## config.mk

```make
export PLATFORM = sky130hd
export DESIGN_NAME = sprite_index_pipe
export DESIGN_NICKNAME = d
export VERILOG_FILES = /design/src/rtl/sprite_index_pipe.sv
export SDC_FILE = /design/constraint.sdc
export NUM_CORES = 1
export LEC_CHECK = 0
export CAP_MARGIN = 20
export CORE_UTILIZATION = 43
export CTS_BUF_LIST = sky130_fd_sc_hd__clkbuf_8
export CTS_CLUSTER_DIAMETER = 120
export DETAILED_ROUTE_END_ITERATION = 16
export HOLD_SLACK_MARGIN = 0.03
export PLACE_DENSITY_LB_ADDON = 0.3
export RECOVER_POWER = 25
export SLEW_MARGIN = 20
export SYNTH_ARGS = -nofsm -noshare
export SYNTH_HDL_FRONTEND = slang
export SYNTH_SLANG_ARGS = --single-unit
```

## constraint.sdc

```tcl
create_clock -name clk -period 3.1 [get_ports clk]
set_input_delay 0.465 -clock clk [delete_from_list [all_inputs] [get_ports clk]]
set_output_delay 0.465 -clock clk [all_outputs]
set_load 0.01 [all_outputs]
```

## src/rtl/sprite_index_pipe.sv

```systemverilog
// sprite_index_pipe: composites one animated, optionally mirrored sprite over
// a background tile index. Two registered stages: ROM address/hit, then mux.
module sprite_index_pipe #(
  parameter int SPR_W    = 16,
  parameter int SPR_H    = 16,
  parameter int FRAMES   = 4,
  parameter int ANIM_DIV = 8,
  parameter int ROM_AW   = 10
) (
  input  logic              clk,
  input  logic              reset,
  input  logic [9:0]        draw_x,
  input  logic [9:0]        draw_y,
  input  logic              pix_valid,
  input  logic              vsync_start,
  input  logic [7:0]        bg_index,
  input  logic [9:0]        sprite_x_in,
  input  logic [9:0]        sprite_y_in,
  input  logic              sprite_en_in,
  input  logic              sprite_flip_in,
  output logic [ROM_AW-1:0] rom_addr,
  input  logic [7:0]        rom_data,
  output logic [7:0]        index_out,
  output logic              index_valid
);

  localparam int FW = (FRAMES   > 1) ? $clog2(FRAMES)   : 1;
  localparam int DW = (ANIM_DIV > 1) ? $clog2(ANIM_DIV) : 1;

  // Active sprite registers, only loaded at frame boundaries
  logic [9:0]    sx, sy;
  logic          en, flip;
  logic [FW-1:0] anim_frame;
  logic [DW-1:0] divider;

  // Stage 0 -> stage 1 side-band
  logic          hit_d1, valid_d1;
  logic [7:0]    bg_d1;

  // Stage 0 combinational geometry
  logic [10:0]       x_end, y_end;
  logic              hit;
  logic [9:0]        dx, dy, col, row;
  logic [ROM_AW-1:0] addr_nxt;

  // Bounds use an 11-bit right edge so a sprite near column 1023 clips
  // instead of wrapping round to column 0.
  always_comb begin
    x_end = {1'b0, sx} + 11'(SPR_W);
    y_end = {1'b0, sy} + 11'(SPR_H);
    hit   = en && pix_valid &&
            (draw_x >= sx) && ({1'b0, draw_x} < x_end) &&
            (draw_y >= sy) && ({1'b0, draw_y} < y_end);
    dx    = draw_x - sx;
    dy    = draw_y - sy;
    col   = dx & 10'(SPR_W - 1);
    if (flip) col = 10'(SPR_W - 1) - col;
    row   = dy & 10'(SPR_H - 1);
    addr_nxt = ROM_AW'(anim_frame) * ROM_AW'(SPR_W * SPR_H)
             + ROM_AW'(row) * ROM_AW'(SPR_W)
             + ROM_AW'(col);
  end

  // Shadow latch and animation divider, both advanced by vsync_start
  always_ff @(posedge clk) begin
    if (reset) begin
      sx         <= '0;
      sy         <= '0;
      en         <= 1'b0;
      flip       <= 1'b0;
      divider    <= '0;
      anim_frame <= '0;
    end else if (vsync_start) begin
      sx   <= sprite_x_in;
      sy   <= sprite_y_in;
      en   <= sprite_en_in;
      flip <= sprite_flip_in;
      if (divider == DW'(ANIM_DIV - 1)) begin
        divider    <= '0;
        anim_frame <= (anim_frame == FW'(FRAMES - 1)) ? '0 : anim_frame + FW'(1);
      end else begin
        divider <= divider + DW'(1);
      end
    end
  end

  // Stage 0: issue ROM address on a hit, carry hit/bg/valid alongside
  always_ff @(posedge clk) begin
    if (reset) begin
      rom_addr <= '0;
      hit_d1   <= 1'b0;
      valid_d1 <= 1'b0;
      bg_d1    <= '0;
    end else begin
      if (hit) rom_addr <= addr_nxt;
      hit_d1   <= hit;
      valid_d1 <= pix_valid;
      bg_d1    <= bg_index;
    end
  end

  // Stage 1: ROM index 0 is transparent and falls through to background
  always_ff @(posedge clk) begin
    if (reset) begin
      index_out   <= 8'd1;
      index_valid <= 1'b0;
    end else begin
      if (!valid_d1)                   index_out <= 8'd1;
      else if (hit_d1 && rom_data != 0) index_out <= rom_data;
      else                              index_out <= bg_d1;
      index_valid <= valid_d1;
    end
  end

endmodule

```

==> metrics.yaml <==
syn_inst: 341
multi_input_area_um2: 1815
final_common_cell: "clkdlybuf4s50_1"
drc: 0
die_area_um2: 7524
finalMaxSlewViolations: 28
routedWlPerCell_um: 13.16
syn_area_per_cell_um2: 9.056
dp_slack_ns: -0.1695
synth_edf_count: 0
ys_ff_latch: 56
cts_max_level: 2
crit_end: "rom_addr[9]"
grt_pass1_vias: 2550
max_freq_ghz: 0.3381
worst-r2r-cell-count: 9
ir_worst_vdd_v: 0.0002025
cts_buffers: 5
drt_pre_antenna_iters: 4
violations: "capacitance limit, slew limit"
status: "finished, violations left"
hold_class: "reg2reg"
r2r_slack_ns: 0.40
fp.dieW_um: 86.74
cap_viol_max_count: 1
power_density_nw_per_um2: 400.1
regArea_um2: 1121
worstSetupStartpoint: "draw_x[0]"
leakage_nw: 1.710
nets: 526
fillers: 633
drt_iter0_markers: 90
clockRootBuffer: "clkbuf_8"
cts_buffer_depth: 2
mostFrequentLayoutCells: "clkdlybuf4s50_1, dfxtp_1, ha_1, nand2_1, inv_1"
setup_slack_ns: 0.1422
worstReg2RegEnd: "rom_addr[9]"
grt_pass1_wl_mm: 11.35
fp-row-count: 30
layout-drive-gt1-share: 0.04941
final_cells: 521
initial_utilization: 0.4495
finalSetupViolations: 0
worstSetupStartpointType: "primary input"
cp.arrival_ns: 3.14
fin_crit_ns: 2.958
dp_cells: 513
via_per_inst: 4.996
crit_type: "in2reg"
yosys_most_used_dff: "dfxtp_1"
gp_congestion: 0.8223
grt.overflow.total: 0
io_pins: 81
clk_pin_slew_ns: 0.10
antenna_cells: 0
gr-usage-all-layers: 0.1924
drt-total-wl_mm: 6.855
ctsHoldBuffers: 0
synth_cell_types: 43
place.detailed.hpwl_mm: 5.231
core_area_um2: 6869
antenna_found_initial: 0
relSlewSlack: -0.2888
clock_sinks: 56
dieHeight_um: 86.74
io_buffer_count: 80
syn_area_um2: 3088
via_count: 2603
clk-insertion-delay-late_ns: 0.31
finClkSkew_ns: 0.007387
post-route-period-util: 0.9541
r2r_start: "sx[4]"
final_hold_viol_count: 0
syn-num-nets: 442
required_ns: 3.28
yosysSeqAreaShare: 0.3630
syn2layout_area_growth_pct: 34.32
rsz0062_at_grt: "no"
async_flop_share: 0
ant_nets: 0
crit_path_max_fanout: 3
endpoint_kind: "flop"
cts_tree: "done"
ys_warn_count: 0
worst-slew-pin-transition_ns: 1.933
grt_max_degree: 44
-- synthesized netlist by cell type (6+ instances only) --
cell type	count	area (um^2)
inv_1	29	108.9
nor2b_1	11	68.82
a21oi_1	22	110.1
nand3_1	11	55.05
o21ai_0	9	45.04
ha_1	37	462.9
nand2_1	34	127.6
a211oi_1	6	45.04
nor2_1	28	105.1
xnor2_1	14	122.6
mux2i_1	29	290.3
clkbuf_1	9	33.78
dfxtp_1	56	1121
-- cell type report --
| cell class | count | share of cell area |
|---|---|---|
| Timing Repair Buffer | 87 | 0.2048 |
| Inverter | 30 | 0.02715 |
| Clock inverter | 2 | 0.01448 |
| Tap cell | 96 | 0.02896 |
| Multi-Input combinational cell | 245 | 0.4377 |
| Sequential cell | 56 | 0.2703 |
| Clock buffer | 5 | 0.01659 |
-- power breakdown --
part	internal (mW)	leakage [nW]	switching, mW	total [mW]
logic	0.184	1.19	0.155	0.338
registers	0.748	0.459	0.0205	0.768
clock network	0.318	0.0642	0.235	0.553
-- worst max-delay path: stages --
cell             delay, ns
clkdlybuf4s50_1       0.46
inv_1                 0.04
ha_1                  0.22
fa_1                  0.39
nand2b_1              0.16
a311oi_1              0.32
nor3_1                0.12
or4_4                 0.58
o31ai_1               0.27
a21oi_1               0.12
-- cell families after synthesis --
logic type | count (synthesis) | share of synthesized area
compound gates | 60 | 0.1260
xor+xnor | 15 | 0.04255
mux | 29 | 0.09400
buf+inv | 40 | 0.04902
simple gates | 102 | 0.1625
flops | 56 | 0.3630
fa+ha+maj | 39 | 0.1629
-- repair_timing --
action | CTS | global route
buffers inserted | 0 | 1
endpoints found under the setup margin | 0 | 8
resized for setup | 0 | 0
-- stage by stage --
step / setup TNS, ns / hold WS [ns] / power [mW] / cell area [um^2] / utilization
after global routing: 0 / 0.4711 / 1.742 / 4148 / 0.6038
after CTS: 0 / 0.4495 / 1.673 / 4144 / 0.6033
after detailed placement: -1.540 / 0.4376 / 1.121 / 4015 / 0.5845
after floorplan: 0 / 0.4218 / 0.9774 / 3088 / -
final: 0 / 0.4506 / 1.660 / 4148 / 0.6038
after global placement: -0.5523 / 0.4260 / 1.112 / 4015 / 0.5845
-- routing by layer --
metal / wire, um / track usage / vias up / part of all wire
met2: 3318 / 0.3420 / 62 / 0.48
met3: 277 / 0.04095 / 6 / 0.040
met1: 3179 / 0.2331 / 1188 / 0.46
li1: - / - / 1347 / -
met5: 0 / 0 / - / 0
met4: 80 / 0.05606 / 0 / 0.012
-- how the worst min path moves through the flow --
stage | cells after the start | from | end | slack [ns]
final | 2 | bg_d1[1] | index_out[1] | 0.45
after floorplan | 2 | bg_d1[1] | index_out[1] | 0.42
after detailed placement | 1 | bg_d1[0] | index_out[0] | 0.44
after global placement | 2 | bg_d1[4] | index_out[4] | 0.43
after global routing | 1 | bg_d1[0] | index_out[0] | 0.47
after CTS | 2 | bg_d1[4] | index_out[4] | 0.45
-- flip-flops by register name (all words and copies together), names as in the netlist, 2 cells and up --
| signal | count |
|---|---|
| index_out | 8 |
| divider | 3 |
| rom_addr | 10 |
| bg_d1 | 8 |
| sy | 10 |
| sx | 10 |
| anim_frame | 2 |
(Power assumes the default switching activity.)
